--- src/rtl/ahb_master_burst_req.sv ---
// ahb_master_burst_req: AHB master burst engine; requests the bus, then issues pipelined address/data phases for one client burst
module ahb_master_burst_req #(
  parameter int ADDR_WIDTH = 32,
  parameter int DATA_WIDTH = 32
) (
  input  logic                  hclk,
  input  logic                  hreset,
  input  logic                  cmd_valid,
  output logic                  cmd_ready,
  input  logic [ADDR_WIDTH-1:0] cmd_addr,
  input  logic                  cmd_write,
  input  logic [2:0]            cmd_burst,
  output logic                  hreq,
  input  logic                  hgrant,
  input  logic                  hwait,
  output logic [ADDR_WIDTH-1:0] haddr,
  output logic [1:0]            htrans,
  output logic                  hwrite,
  output logic [2:0]            hburst,
  output logic [DATA_WIDTH-1:0] hwdata,
  input  logic [DATA_WIDTH-1:0] hrdata,
  input  logic [DATA_WIDTH-1:0] wdata,
  output logic                  wdata_ack,
  output logic [DATA_WIDTH-1:0] rdata,
  output logic                  rdata_valid,
  output logic                  done
);
  localparam logic [1:0] S_IDLE = 2'd0, S_REQ = 2'd1, S_ADDR = 2'd2, S_LAST = 2'd3;
  localparam logic [1:0] T_IDLE = 2'b00, T_BUSY = 2'b01, T_NONSEQ = 2'b10, T_SEQ = 2'b11;
  logic [1:0] state;
  logic [3:0] cnt, last, cmd_last;
  logic dphase, aphase, wrap;
  logic [ADDR_WIDTH-1:0] mask, next_addr;
  always_comb begin
    cmd_last = cmd_burst[2:1] == 2'd0 ? 4'd0 : cmd_burst[2:1] == 2'd1 ? 4'd3 : cmd_burst[2:1] == 2'd2 ? 4'd7 : 4'd15;
    aphase = state == S_ADDR && htrans[1];
    wrap = hburst != 3'd0 && !hburst[0];
    mask = ADDR_WIDTH'({last, 2'b11});
    next_addr = wrap ? (haddr & ~mask) | ((haddr + ADDR_WIDTH'(4)) & mask) : haddr + ADDR_WIDTH'(4);
    cmd_ready = state == S_IDLE;
    wdata_ack = dphase & hwrite & ~hwait;
    hwdata = dphase & hwrite ? wdata : '0;
  end
  always_ff @(posedge hclk) begin
    if (hreset) begin
      state <= S_IDLE;
      cnt <= '0;
      last <= '0;
      dphase <= 1'b0;
      hreq <= 1'b0;
      haddr <= '0;
      htrans <= T_IDLE;
      hwrite <= 1'b0;
      hburst <= '0;
      rdata <= '0;
      rdata_valid <= 1'b0;
      done <= 1'b0;
    end else begin
      rdata_valid <= 1'b0;
      done <= 1'b0;
      if (dphase && !hwait && !hwrite) begin
        rdata <= hrdata;
        rdata_valid <= 1'b1;
      end
      case (state)
        S_IDLE: if (cmd_valid) begin
          state <= S_REQ;
          hreq <= 1'b1;
          haddr <= cmd_addr;
          hwrite <= cmd_write;
          hburst <= cmd_burst == 3'd1 ? 3'd0 : cmd_burst;
          last <= cmd_last;
          cnt <= '0;
        end
        S_REQ: if (hgrant) begin
          state <= S_ADDR;
          htrans <= T_NONSEQ;
        end
        // BUSY already shows the next beat's address, so resuming SEQ just repeats it
        S_ADDR: if (!hwait) begin
          dphase <= aphase;
          if (aphase) begin
            cnt <= cnt + 4'd1;
            if (cnt == last) begin
              state <= S_LAST;
              hreq <= 1'b0;
              htrans <= T_IDLE;
            end else begin
              haddr <= next_addr;
              htrans <= hgrant ? T_SEQ : T_BUSY;
            end
          end else if (hgrant) htrans <= T_SEQ;
        end
        S_LAST: if (!hwait) begin
          dphase <= 1'b0;
          done <= 1'b1;
          state <= S_IDLE;
        end
        default: state <= S_IDLE;
      endcase
    end
  end
endmodule

--- config.mk ---
export PLATFORM = sky130hd
export DESIGN_NAME = ahb_master_burst_req
export DESIGN_NICKNAME = d
export VERILOG_FILES = /design/src/rtl/ahb_master_burst_req.sv
export SDC_FILE = /design/constraint.sdc
export NUM_CORES = 1
export LEC_CHECK = 0
export BUFFER_PORTS_ARGS = -buffer_cell sky130_fd_sc_hd__buf_2
export CAP_MARGIN = 20
export CORE_ASPECT_RATIO = 1.5
export CORE_UTILIZATION = 33
export DETAILED_ROUTE_END_ITERATION = 8
export GPL_TIMING_DRIVEN = 0
export HOLD_SLACK_MARGIN = 0.03
export PLACE_DENSITY = 0.62
export RECOVER_POWER = 25
export SETUP_SLACK_MARGIN = 0.2
export SLEW_MARGIN = 20
export SYNTH_ARGS = -nofsm -noshare
export SYNTH_HDL_FRONTEND = slang
export SYNTH_SLANG_ARGS = --single-unit
export TNS_END_PERCENT = 10
--- constraint.sdc ---
create_clock -name hclk -period 5.8 [get_ports hclk]
set_input_delay 0.29 -clock hclk [delete_from_list [all_inputs] [get_ports hclk]]
set_output_delay 0.29 -clock hclk [all_outputs]
set_load 0.02 [all_outputs]
Word-level counts from Yosys, hierarchy flattened
Index checks and enable logic that the tools add are counted.

Logic and storage cells: 96. Output and inout bits: 107. Register bits after elaboration: 84. Input bits: 105.

Reduce and logical (&&, ||, !) cells: 21. Bitwise logic cells: 8. Add/subtract/negate cells: 2. Muxes and demuxes: 38. Eq/ne operators: 15.

Operators by type and width (number): two-way mux 32 bit (6); one-hot mux 32 bit (2 select lines) (1); adder 32 x 3 -> 32 bit, second input constant (1); bitwise AND 32 bit (1); bitwise AND 32 x 6 -> 32 bit (1); NOT 6 -> 32 bit (1); bitwise OR 32 bit (1); two-way mux 4 bit (6); two-way mux 2 bit (11); inequality test 2 bit, second input constant (6); AND reduction 5 bit (2); two-way mux 1 bit (8); one-hot mux 2 bit (4 select lines) (1); one-hot mux 4 bit (2 select lines) (1); AND reduction 4 bit (2); equality test 2 bit, second input constant (3); AND reduction 6 bit (1); nonzero test 2 bit (3); adder 4 x 1 -> 4 bit, second input constant (1); equality test 2 x 1 -> 1 bit, second input constant (2); equality test 4 bit (1); logical AND 1 bit (4); zero test 2 bit (2); one-hot mux 1 bit (2 select lines) (2); 12 further kinds (16).

Longest topological paths before layout
Gate-level depths: netlist (run 1).

Depth in word-level cells: 8. Mapped depth: 8. Gate-level depth less buffers: 7.

Worst setup path before layout (run 1)
Ideal clock, no wire load.

Path type: reg-to-reg. Start: register (tool-made name). End: register haddr[31]. Required time: 5.714 ns. Arrival time: 2.082 ns. Buffers on the path: 0. Path slack: 3.632 ns. Setup time: 0.086 ns. Cell stages (with the launch flop): 6. Clock period less this slack: 2.168 ns. Cells stage by stage: dfxtp_1 > nand3_2 > or4_4 > or4_1 > a21o_1 > a221oi_2.

RTL lines: end signal: assignment (line 69) `haddr <= cmd_addr;`; end signal: assignment (line 89) `haddr <= next_addr;`; end: declaration (line 16) `output logic [ADDR_WIDTH-1:0] haddr,`.

Worst setup path after layout (run 1)
Start: register state[0]. End: register haddr[7].

Word-level cells in the longest chain between the ends: 4. Elaborated cells on any way between the ends: 10. Classes of those cells: eq/ne (5); mux (1); reduce/logical (4).

RTL lines: start: declaration (line 30) `logic [1:0] state;`; start signal: assignment (line 46) `state <= S_IDLE;`; start signal: assignment (line 67) `state <= S_REQ;`; start signal: assignment (line 76) `state <= S_ADDR;`; equality test 2 bit (line 36, 65); logical AND 1 bit (line 36) `aphase = state == S_ADDR && htrans[1];`; inequality test 2 bit (no line); AND reduction 5 bit (no line).

Several ways; a longest one is shown, not always the timed one. A chain may end at the register's enable or synchronous reset.

==> metrics.txt, run 1 <==
worst setup margin=3.19 ns; GPL Wtd Cong=0.904; post-DP HPWL=11700 um; Worst EP arrival=2.82 ns; Critical Path RT=6.01 ns; Overall Power=2.28 mW; H-tree depth=3; post-route design area=5880 um2; RSZ-0062 raised after global routing=no; Critical Path Sink Type=flop; Routed Antenna Nets=0; Hold EP=rdata[12]$_SDFFE_PP0P_; io pins=212; Worst-Margin Slew=0.801 ns; reg2reg setup slack=3.19 ns; Cells after Synth=583; CTS Buffer Depth=2; prevailing post-synth register cell=dfxtp_1; Worst Hold Class=in2reg; antenna violations before repair=0; row count=51; area leader, netlist=dfxtp_1; Synth Area in Compound Gates=22.5%; Area Overhead vs Synth=34.9%; Psw=0.908 mW; r2r worst-path depth=8; routed vias/inst=5.27; Power Dens Cells=387 nW/um2; FFs w/ async S/R, synth=0%; minimum clock period=2.61 ns; hold path depth=3; synth top area cells=dfxtp_1 38%, nand2_1 8.4%, a21oi_1 7.9%; die area=13700 um2; Tot GR Track Use=22.0%; Setup TNS=0 ns; Fin. Hold Viols=0; Worst slew margin=46.1%; CTS buffer count=9; Net Sw Frac=39.8%; setup repair bufs after CTS=0; port buffer count=210; combinational power share=36.1%; clock slew at reported path FFs=0.06 ns; first-pass GRT wire length=23100 um; wirelength, routed=15400 um; Post-Syn Area=4360 um2; sequential share of the synthesized area=38.1%; most common library cells after synthesis=98 x nand2_1, 83 x dfxtp_1, 69 x a21oi_1, 42 x nor2_1, 40 x clkbuf_1; syn nets=695; Cell variety after synth=56; CTS tree=built; Post-Place Cell Area=5610 um2; 1st-iter DRT viols=232; reg2reg start=state[0]$_SDFFE_PP0P_; multiplexer area fraction after synthesis=1.41%; Avg Cell Area, Syn=7.48 um2; fill count=1402; Final #Nets=916; Adder-Cell Fraction of Synth Area=2.01%; largest net degree at the start of global routing=14; Pint=1.37 mW; Clk pwr share=28.8%; most frequent cell after synthesis=nand2_1; Startpoint Class=flop; Setup CP Type=reg2reg; Worst VDD drop=0.149 mV; crit path max fanout=10; share of cells above drive strength 1=23.3%; clk_skew=0.00793 ns; Placement Setup Slack=3.16 ns; Slew Viols, Final=0; # clock sinks=83; DR WL/cell=15.9 um; Core Box Area=13000 um2; clock root buffer master=clkbuf_16; Yosys warnings=0; xor and xnor area share after synthesis=1.41%; GRT Residual Overflow=0; proportion of netlist area held by the largest area contributor=38.1%; Die W=95.9 um; outcome=finished, final reports clean; CTS hold repair buffers=0; Synth Register Bits=83; maxcap violations=0; clk_lat worst skew=0.34 ns; Reg power frac=35.1%; vias in the first global route=4649; FF-to-FF End=haddr[7]$_SDFFE_PP0P_; DRC=0; 1st-pass router iterations=5; Hold Path Origin=hrdata[12]; Simple-Gate Fraction of Synth Area=29.7%; Final setup viols=0; fmax=383 MHz; Die Ht=143 um; largest family of logic cells by synthesized area=simple AND/OR/NAND/NOR gates; fin crit share=45.0%; Post-CTS Resized=0; Antenna Diode Count=0; Vias=5095; Starting Density=33.7%; Post-synth EDFFs=0; cell leakage power=2.50 nW
[state kept, by name (all words and copies together) (netlist names), named ones only]
| name | flops |
|---|---|
| dphase | 1 |
| htrans | 2 |
| rdata_valid | 1 |
| done | 1 |
| haddr | 29 |
| rdata | 32 |
| state | 2 |
| hwrite | 1 |
| last | 3 |
| hburst | 3 |
| cnt | 4 |
| hreq | 1 |
[cells in the final DEF, fill, tap and decap left out, drive strengths merged, types with 5 or more instances in the layout]
| cell | count |
|---|---|
| clkbuf | 96 |
| nand2b | 5 |
| nand3 | 9 |
| nor4 | 15 |
| ha | 7 |
| buf | 167 |
| and3 | 39 |
| nor2 | 42 |
| a31oi | 7 |
| nand4 | 14 |
| mux2i | 5 |
| dfxtp | 83 |
| nor3 | 10 |
| nand2 | 98 |
| inv | 12 |
| o21ai | 39 |
| nor2b | 12 |
| a211oi | 7 |
| o32ai | 6 |
| a21oi | 69 |
[kinds of logic (layout without fill, tap and decap cells)]
family	count (synthesis)	in the layout
xor+xnor	7	7
fa+ha+maj	7	7
compound gates	162	162
flops	83	83
simple gates	262	262
buf+inv	56	281
mux	6	6
[through the flow]
stage               hold slack (ns)  cells  utilization, %
detailed placement            0.443    952            43.3
global route                  0.182    967            45.4
CTS                           0.171    967            45.9
floorplan                     0.426    583               -
finish                        0.178    967            45.4
global placement              0.439    952            43.3
[power groups by stage]
stage	registers, mW	clock network, mW	logic (mW)
after floorplan	0.878	0	0.457
after global placement	0.811	0	0.828
after global routing	0.815	0.689	0.905
final	0.799	0.657	0.823
after CTS	0.797	0.667	0.833
after detailed placement	0.810	0	0.828
[metal layers]
metal	routed length [um]	vias up	GRT usage [%]
li1	-	2532	-
met1	6050	2338	24.1
met2	8080	194	40.9
met3	786	31	2.93
met4	440	0	10.1
met5	0	-	0
[worst max path at each step]
stage                             endpoint  cells after the start                   from  slack, ns
floorplan           haddr[31]$_SDFFE_PP0P_                      5                   flop       3.63
global placement     haddr[7]$_SDFFE_PP0P_                      8  state[0]$_SDFFE_PP0P_       3.17
detailed placement   haddr[7]$_SDFFE_PP0P_                      8  state[0]$_SDFFE_PP0P_       3.16
CTS                  haddr[7]$_SDFFE_PP0P_                      8  state[0]$_SDFFE_PP0P_       3.16
global route        haddr[15]$_SDFFE_PP0P_                      8  state[0]$_SDFFE_PP0P_       2.92
finish               haddr[7]$_SDFFE_PP0P_                      8  state[0]$_SDFFE_PP0P_       3.19
[critical path, cell delays in order (launching register included)]
cell      delay [ns]
dfxtp_1         0.34
inv_1           0.11
ha_1            0.27
clkbuf_1        0.42
clkbuf_1        0.42
clkbuf_1        0.56
o32ai_1         0.21
nand2_1         0.11
a21oi_1         0.06
[area by class of cell]
| class | instances | area [um2] | area share [%] |
|---|---|---|---|
| Clock buffer | 10 | 229 | 3.89 |
| Multi-Input combinational cell | 444 | 2490 | 42.3 |
| Clock inverter | 5 | 103 | 1.74 |
| Inverter | 13 | 48.8 | 0.829 |
| Timing Repair Buffer | 210 | 993 | 16.9 |
| Tap cell | 159 | 199 | 3.38 |
| Sequential cell | 83 | 1660 | 28.2 |
| Buffer | 43 | 163 | 2.76 |
Note: power is estimated with default switching activity, not from simulation.
==> run 2, diff against run 1 <==
--- a/config.mk
+++ b/config.mk
@@ -5,6 +5,7 @@
 export SDC_FILE = /design/constraint.sdc
 export NUM_CORES = 1
 export LEC_CHECK = 0
+export ABC_AREA = 1
 export BUFFER_PORTS_ARGS = -buffer_cell sky130_fd_sc_hd__buf_2
 export CAP_MARGIN = 20
 export CORE_ASPECT_RATIO = 1.5
@@ -12,7 +13,7 @@
 export DETAILED_ROUTE_END_ITERATION = 8
 export GPL_TIMING_DRIVEN = 0
 export HOLD_SLACK_MARGIN = 0.03
-export PLACE_DENSITY = 0.62
+export PLACE_DENSITY = 0.6
 export RECOVER_POWER = 25
 export SETUP_SLACK_MARGIN = 0.2
 export SLEW_MARGIN = 20
==> constraint.sdc (replaced) <==
create_clock -name hclk -period 2.5 [get_ports hclk]
set_input_delay 0.125 -clock hclk [delete_from_list [all_inputs] [get_ports hclk]]
set_output_delay 0.125 -clock hclk [all_outputs]
set_load 0.02 [all_outputs]
==> run 2 against run 1 <==
  * Worst setup slack worse by 2.8 ns
  * Combinational power grew to 3.1 times the previous value
  * Fmax is 25% higher
  * Critical endpoint is now hburst[0]$_SDFFE_PP0P_
  * Largest power group unchanged
  * Highest routed layer unchanged
==> metrics.txt, run 2 <==
Power Dens Cells=898 nW/um2 (was 387 nW/um2); CTS buffer count=9 (unchanged); Synth Area in Compound Gates=13.3% (was 22.5%); fin crit share=83.4% (was 45.0%); Overall Power=5.71 mW (was 2.28 mW); Starting Density=34.0% (was 33.7%); 1st-pass router iterations=4 (was 5); Cells after Synth=815 (was 583); wirelength, routed=16300 um (was 15400 um); # clock sinks=83 (unchanged); r2r worst-path depth=9 (was 8); Reg area=1660 um2 (unchanged); sequential share of the synthesized area=34.6% (was 38.1%); vias in the first global route=5216 (was 4649); Routed Antenna Nets=0 (unchanged); Yosys warnings=0 (unchanged); area leader, netlist=dfxtp_1 (unchanged); largest net degree at the start of global routing=16 (was 14); post-DP HPWL=13000 um (was 11700 um); antenna violations before repair=0 (unchanged); Tot GR Track Use=21.7% (was 22.0%); Fin. Hold Viols=0 (unchanged); Final setup viols=0 (unchanged); minimum clock period=2.08 ns (was 2.61 ns); Critical Path Sink Type=flop (unchanged); DR WL/cell=13.1 um (was 15.9 um); Reg power frac=32.9% (was 35.1%); GRT Residual Overflow=0 (unchanged); Crit. path cell count=9 (was 8); CP Cell Sequence=inv_1 -> ha_1 -> nand2_1 -> nor2_1 -> inv_1 -> nand2_1 -> nand2_1 -> a21oi_1 -> dlygate4sd3_1 (was inv_1 -> ha_1 -> clkbuf_1 -> clkbuf_1 -> clkbuf_1 -> o32ai_1 -> nand2_1 -> a21oi_1); Worst EP arrival=2.32 ns (was 2.82 ns); die area=15000 um2 (was 13700 um2); GPL Wtd Cong=0.884 (was 0.904); crit path max fanout=10 (unchanged); port buffer count=211 (was 210); RSZ-0062 raised after global routing=no (unchanged); Worst VDD drop=0.440 mV (was 0.149 mV); Area Overhead vs Synth=32.7% (was 34.9%); most flop-heavy register=rdata (unchanged); max reg flops=32 (unchanged); Post-Syn Area=4800 um2 (was 4360 um2); Vias=5609 (was 5095); Pint=3.13 mW (was 1.37 mW); Net Sw Frac=45.1% (was 39.8%); H-tree depth=3 (unchanged); clk_lat worst skew=0.34 ns (about the same); prevailing post-synth register cell=dfxtp_1 (unchanged); Post-Place Cell Area=6090 um2 (was 5610 um2); Post-Layout Cell Count=1239 (was 967); Startpoint Class=flop (unchanged); delay of the slowest critical-path stage=0.55 ns (was 0.56 ns); io pins=212 (unchanged); Worst slew margin=54.9% (was 46.1%); Worst-Margin Slew=0.676 ns (was 0.801 ns); Simple-Gate Fraction of Synth Area=36.4% (was 29.7%); Core Box Area=14100 um2 (was 13000 um2); Die W=100 um (was 95.9 um); commonest non-fill, non-tap cell in the layout=nand2_1 (was buf_2); row count=53 (was 51); most common library cells after synthesis=210 x nand2_1, 160 x nor2_1, 128 x inv_1, 83 x dfxtp_1, 61 x a21oi_1 (was 98 x nand2_1, 83 x dfxtp_1, 69 x a21oi_1, 42 x nor2_1, 40 x clkbuf_1); clock root buffer master=clkbuf_16 (unchanged); Setup TNS=0 ns (unchanged); maxcap violations=0 (unchanged); M3 GR Usage=3.32% (was 2.93%); Buf+Inv Stages, Crit Path=3 (was 4); Setup CP Type=reg2reg (unchanged); outcome=finished, final reports clean (unchanged); M1 GR Usage=22.1% (was 24.1%); 1st-iter DRT viols=186 (was 232); first-pass GRT wire length=24900 um (was 23100 um); Avg Cell Area, Syn=5.88 um2 (was 7.48 um2); fmax=480 MHz (was 383 MHz); xor and xnor area share after synthesis=0.183% (was 1.41%); Final #Nets=1154 (was 916); syn nets=927 (was 695); Top delay family on crit path=buffers and inverters (unchanged); most frequent cells in the layout=210 x nand2_1, 174 x buf_2, 160 x nor2_1 (was 165 x buf_2, 98 x nand2_1, 87 x clkbuf_1); clock slew at reported path FFs=0.07 ns (was 0.06 ns); hold path depth=3 (unchanged); clk_skew=0.00665 ns (was 0.00793 ns); synth top area cells=dfxtp_1 35%, nand2_1 16%, nor2_1 13% (was dfxtp_1 38%, nand2_1 8.4%, a21oi_1 7.9%); Post-synth EDFFs=0 (unchanged); Die Ht=150 um (was 143 um); Psw=2.58 mW (was 0.908 mW); area of the multi-input gates=2490 um2 (about the same); combinational power share=44.5% (was 36.1%); GRT met2 Usage=42.3% (was 40.9%); global routing's busiest layer=met2 (unchanged); Adder-Cell Fraction of Synth Area=1.83% (was 2.01%); fill count=1594 (was 1402); Clk pwr share=22.6% (was 28.8%); Slew Viols, Final=0 (unchanged); Cell variety after synth=27 (was 56); Critical Path RT=2.73 ns (was 6.01 ns); DRC=0 (unchanged); CTS Buffer Depth=2 (unchanged); CTS tree=built (unchanged); Synth Register Bits=83 (unchanged); largest family of logic cells by synthesized area=simple AND/OR/NAND/NOR gates (unchanged); most frequent cell on the critical path=nand2_1 (was clkbuf_1); post-route design area=6360 um2 (was 5880 um2); Worst Hold Class=in2reg (unchanged); reg2reg setup slack=0.42 ns (was 3.19 ns); share of cells above drive strength 1=19.4% (was 23.3%); multiplexer area fraction after synthesis=0.209% (was 1.41%); cell leakage power=3.17 nW (was 2.50 nW); Worst path slowest cell=dlygate4sd3_1 (was clkbuf_1); Antenna Diode Count=0 (unchanged); DP Cell Count=1218 (was 952); biggest regs=rdata (32), haddr (29), cnt (4) (unchanged); most frequent cell after synthesis=nand2_1 (unchanged); FFs w/ async S/R, synth=0% (unchanged); proportion of netlist area held by the largest area contributor=34.6% (was 38.1%); routed vias/inst=4.53 (was 5.27)
run 2: changes by cell type in the layout (fill, tap and decap cells not counted), sizes merged, moves of 8 or more:
cell / delta
and3: -39
nor2b: -12
nand2: +113
nor2: +124
o21ai: +18
a21oi: -8
nand3: +31
buf: +12
clkbuf: -21
nor4: -15
inv: +120
run 2: tightest hold or removal path, stage by stage:
cell and delay, ns:
buf_2 0.11, nand2_1 0.06, a21oi_1 0.05
run 2: final timing paths:
path / start / end
max: state[1]$_SDFFE_PP0P_ / hburst[0]$_SDFFE_PP0P_
min: cmd_burst[1] / last[3]$_SDFFE_PP0P_
max reg2reg: state[1]$_SDFFE_PP0P_ / hburst[0]$_SDFFE_PP0P_
min reg2reg: rdata[17]$_SDFFE_PP0P_ / rdata[17]$_SDFFE_PP0P_
run 2: metal layers:
metal / vias up / wire length (um)
met5: - / 0
li1: 2945 / -
met3: 28 / 905
met2: 201 / 8800
met1: 2435 / 6050
met4: 0 / 534
run 2: cell type report:
class / count / share of cell area [%]
flip-flops and latches: 83 / 26.1
multi-input cells: 568 / 39.2
well taps: 192 / 3.78
repair buffers: 216 / 16.5
clock inverters: 6 / 0.787
clock buffers: 10 / 3.60
inverters: 131 / 7.73
plain buffers: 33 / 2.38
run 2: power by group through the flow:
stage          registers, mW  clock network [mW]  logic, mW
4_1_cts                 1.88                1.32       2.59
3_3_place_gp            1.90                   0       2.55
2_1_floorplan           2.10                   0       1.55
5_1_grt                 1.92                1.37       2.89
3_5_place_dp            1.90                   0       2.57
6_report                1.88                1.29       2.54
run 2: kinds of logic (layout without fill, tap and decap cells):
family	after synthesis	after routing
AO/OA/AOI/OAI	124	124
XOR/XNOR	1	1
adder cells (fa/ha/maj)	7	7
buffers and inverters	164	396
flip-flops	83	83
multiplexers	1	1
AND/OR/NAND/NOR	435	435
run 2: stage by stage:
step	util, %	setup WS [ns]	hold slack [ns]
final	45.0	0.415	0.0512
after global routing	45.0	0.232	0.0670
after CTS	45.5	0.430	0.0407
after detailed placement	43.1	0.567	0.363
after global placement	43.1	0.582	0.350
after floorplan	-	0.824	0.194
run 2: repair_timing:
action | in CTS | in global routing
endpoints found under the hold margin | 5 | 0
buffers inserted | 0 | 0
gates resized for setup | 0 | 0
hold buffers | 5 | 0
==> run 3, diff against run 2 <==
--- a/config.mk
+++ b/config.mk
@@ -13,7 +13,7 @@
 export DETAILED_ROUTE_END_ITERATION = 8
 export GPL_TIMING_DRIVEN = 0
 export HOLD_SLACK_MARGIN = 0.03
-export PLACE_DENSITY = 0.6
+export PLACE_DENSITY = 0.63
 export RECOVER_POWER = 25
 export SETUP_SLACK_MARGIN = 0.2
 export SLEW_MARGIN = 20
==> constraint.sdc (replaced) <==
create_clock -name hclk -period 1.8 [get_ports hclk]
set_input_delay 0.09 -clock hclk [delete_from_list [all_inputs] [get_ports hclk]]
set_output_delay 0.09 -clock hclk [all_outputs]
set_load 0.02 [all_outputs]
==> run 3 against run 2 <==
  * Critical path depth up 3
  * Fmax rose by 20%
  * Hold slack got worse by 0.013 ns
  * Global-route usage down 0.13 points
  * Total power grew 66%
  * First-iteration DRC count rose by 12%
  * Register-to-register slack worse by 0.35 ns
  * Critical path type unchanged
  * Critical endpoint is now haddr[30]$_SDFFE_PP0P_
  * Largest cell class unchanged
==> metrics.txt, run 3 (synthesis gave the netlist of run 2 again) <==
cell leakage power=3.47 nW (was 3.17 nW); most flop-heavy register=rdata (unchanged); most frequent cell on the critical path=nand2_2 (was nand2_1); Vias=5826 (was 5609); row count=53 (unchanged); clock slew at reported path FFs=0.07 ns (about the same); Hold Path Origin=hrdata[15] (was cmd_burst[1]); FF-to-FF End=haddr[30]$_SDFFE_PP0P_ (was hburst[0]$_SDFFE_PP0P_); 1st-pass router iterations=4 (unchanged); Worst slew margin=56.1% (was 54.9%); DR WL/cell=12.8 um (was 13.1 um); routed vias/inst=4.56 (was 4.53); wirelength, routed=16400 um (was 16300 um); CTS buffer count=9 (unchanged); Slew Viols, Final=0 (unchanged); post-layout util=50.6% (was 45.0%); GRT Residual Overflow=0 (unchanged); reg2reg setup slack=0.06 ns (was 0.42 ns); Hold EP=rdata[15]$_SDFFE_PP0P_ (was last[3]$_SDFFE_PP0P_); share of cells above drive strength 1=26.5% (was 19.4%); Critical Path RT=2.07 ns (was 2.73 ns); first-pass GRT wire length=25300 um (was 24900 um); DRC=0 (unchanged); port buffer count=211 (unchanged); RSZ-0062 raised after global routing=yes (was no); Reg area=1670 um2 (was 1660 um2); Post-Layout Cell Count=1278 (was 1239); hold path depth=3 (unchanged); Area Overhead vs Synth=49.0% (was 32.7%); reg2reg start=state[0]$_SDFFE_PP0P_ (was state[1]$_SDFFE_PP0P_); Fin. Hold Viols=0 (unchanged); clk_skew=0.00572 ns (was 0.00665 ns); Die W=100 um (unchanged); Power Dens Cells=1320 nW/um2 (was 898 nW/um2); Final #Nets=1193 (was 1154); H-tree depth=3 (unchanged); M1 wire length=6390 um (was 6050 um); r2r worst-path depth=12 (was 9); Die Ht=150 um (unchanged); delay of the slowest critical-path stage=0.36 ns (was 0.55 ns); io pins=212 (unchanged); DR WL met3=791 um (was 905 um); commonest non-fill, non-tap cell in the layout=nand2_1 (unchanged); Final setup viols=0 (unchanged); Routed Antenna Nets=0 (unchanged); critical path startpoint=state[0]$_SDFFE_PP0P_ (was state[1]$_SDFFE_PP0P_); max reg flops=32 (unchanged); clk_lat worst skew=0.34 ns (about the same); # clock sinks=83 (unchanged); fin crit share=96.5% (was 83.4%); fmax=576 MHz (was 480 MHz); Antenna Diode Count=0 (unchanged); Worst EP arrival=2.01 ns (was 2.32 ns); Worst-Margin Slew=0.659 ns (was 0.676 ns); die area=15000 um2 (unchanged); Setup CP Type=reg2reg (unchanged); Worst VDD drop=0.721 mV (was 0.440 mV); CP Cell Sequence=inv_4 -> ha_4 -> clkinv_4 -> nand2_2 -> o21ai_2 -> nor2_4 -> buf_6 -> nand3_4 -> buf_8 -> nand2_2 -> nand2_2 -> a21oi_2 (was inv_1 -> ha_1 -> nand2_1 -> nor2_1 -> inv_1 -> nand2_1 -> nand2_1 -> a21oi_1 -> dlygate4sd3_1); Tot GR Track Use=21.5% (was 21.7%); metal2 WL=8690 um (was 8800 um); GPL Wtd Cong=0.970 (was 0.884); clock root buffer master=clkbuf_16 (unchanged); fill count=1497 (was 1594); Worst path slowest cell=dfxtp_4 (was dlygate4sd3_1); outcome=finished, final reports clean (unchanged); WHS=0.0377 ns (was 0.0512 ns); antenna violations before repair=0 (unchanged); Startpoint Class=flop (unchanged); vias in the first global route=5284 (was 5216); Starting Density=34.0% (unchanged); CTS tree=built (unchanged); largest net degree at the start of global routing=15 (was 16); most frequent cells in the layout=177 x nand2_1, 167 x buf_2, 152 x nor2_1 (was 210 x nand2_1, 174 x buf_2, 160 x nor2_1); minimum clock period=1.74 ns (was 2.08 ns); Critical Path Sink Type=flop (unchanged); Worst Hold Class=in2reg (unchanged); maxcap violations=0 (unchanged); Core Box Area=14100 um2 (unchanged); DP Cell Count=1218 (unchanged); 1st-iter DRT viols=208 (was 186); area of the multi-input gates=2730 um2 (was 2490 um2); biggest regs=rdata (32), haddr (29), cnt (4) (unchanged); crit path max fanout=5 (was 10); CTS Buffer Depth=2 (unchanged); post-DP HPWL=12300 um (was 13000 um); Top Metal Used=met4 (unchanged)
-- run 3: cell type report --
cell class	count	share of cell area, %
clock inverters	6	0.578
plain buffers	33	3.20
well taps	192	3.36
flip-flops and latches	83	23.4
clock buffers	10	3.20
inverters	131	7.06
multi-input cells	569	38.2
repair buffers	254	21.0
-- run 3: worst max-delay path, delay by kind of cell, from the launching register on --
| family | cells | cell delay, ns |
|---|---|---|
| buffers and inverters | 4 | 0.48 |
| AND/OR/NAND/NOR | 5 | 0.45 |
| flip-flops | 1 | 0.36 |
| AO/OA/AOI/OAI | 2 | 0.19 |
| adder cells (fa/ha/maj) | 1 | 0.18 |
-- run 3: repair_timing --
item                                    CTS  global route
endpoints found under the hold margin    27             0
endpoints found under the setup margin   69            74
pin swaps                                 5            28
resized for setup                        40            78
gates cloned                              2             4
setup buffers                            12             0
hold buffers                             26             0
-- run 3: how the worst max path moves through the flow --
| stage | depth (start not counted) | endpoint | slack, ns |
|---|---|---|---|
| after detailed placement | 11 | haddr[25]$_SDFFE_PP0P_ | -0.12 |
| final | 12 | haddr[30]$_SDFFE_PP0P_ | 0.06 |
| after global routing | 12 | haddr[30]$_SDFFE_PP0P_ | -0.03 |
| after floorplan | 10 | haddr[22]$_SDFFE_PP0P_ | 0.18 |
| after global placement | 11 | haddr[26]$_SDFFE_PP0P_ | -0.11 |
| after CTS | 4 | hwdata[21] | 0.15 |
-- run 3: metrics by stage --
stage	total power [mW]	setup TNS, ns	cell area [um2]	setup slack [ns]
3_3_place_gp	6.15	-1.60	6100	-0.109
6_report	9.46	0	7150	0.0632
2_1_floorplan	5.08	0	4800	0.181
4_1_cts	8.74	0	6910	0.146
5_1_grt	10.1	-0.0762	7150	-0.0317
3_5_place_dp	6.19	-1.94	6100	-0.124
-- run 3: power breakdown --
part           switching [mW]  leakage (nW)  total (mW)  internal, mW
sequential              0.425         0.680        2.65          2.22
combinational            2.85          2.66        5.09          2.23
clock                   0.796         0.125        1.73         0.936
-- run 3: metal layers --
layer  GRT usage, %  up-vias
met3           4.02       27
met5              0        -
met4           9.49        0
li1               -     3040
met1           23.3     2584
met2           40.1      175
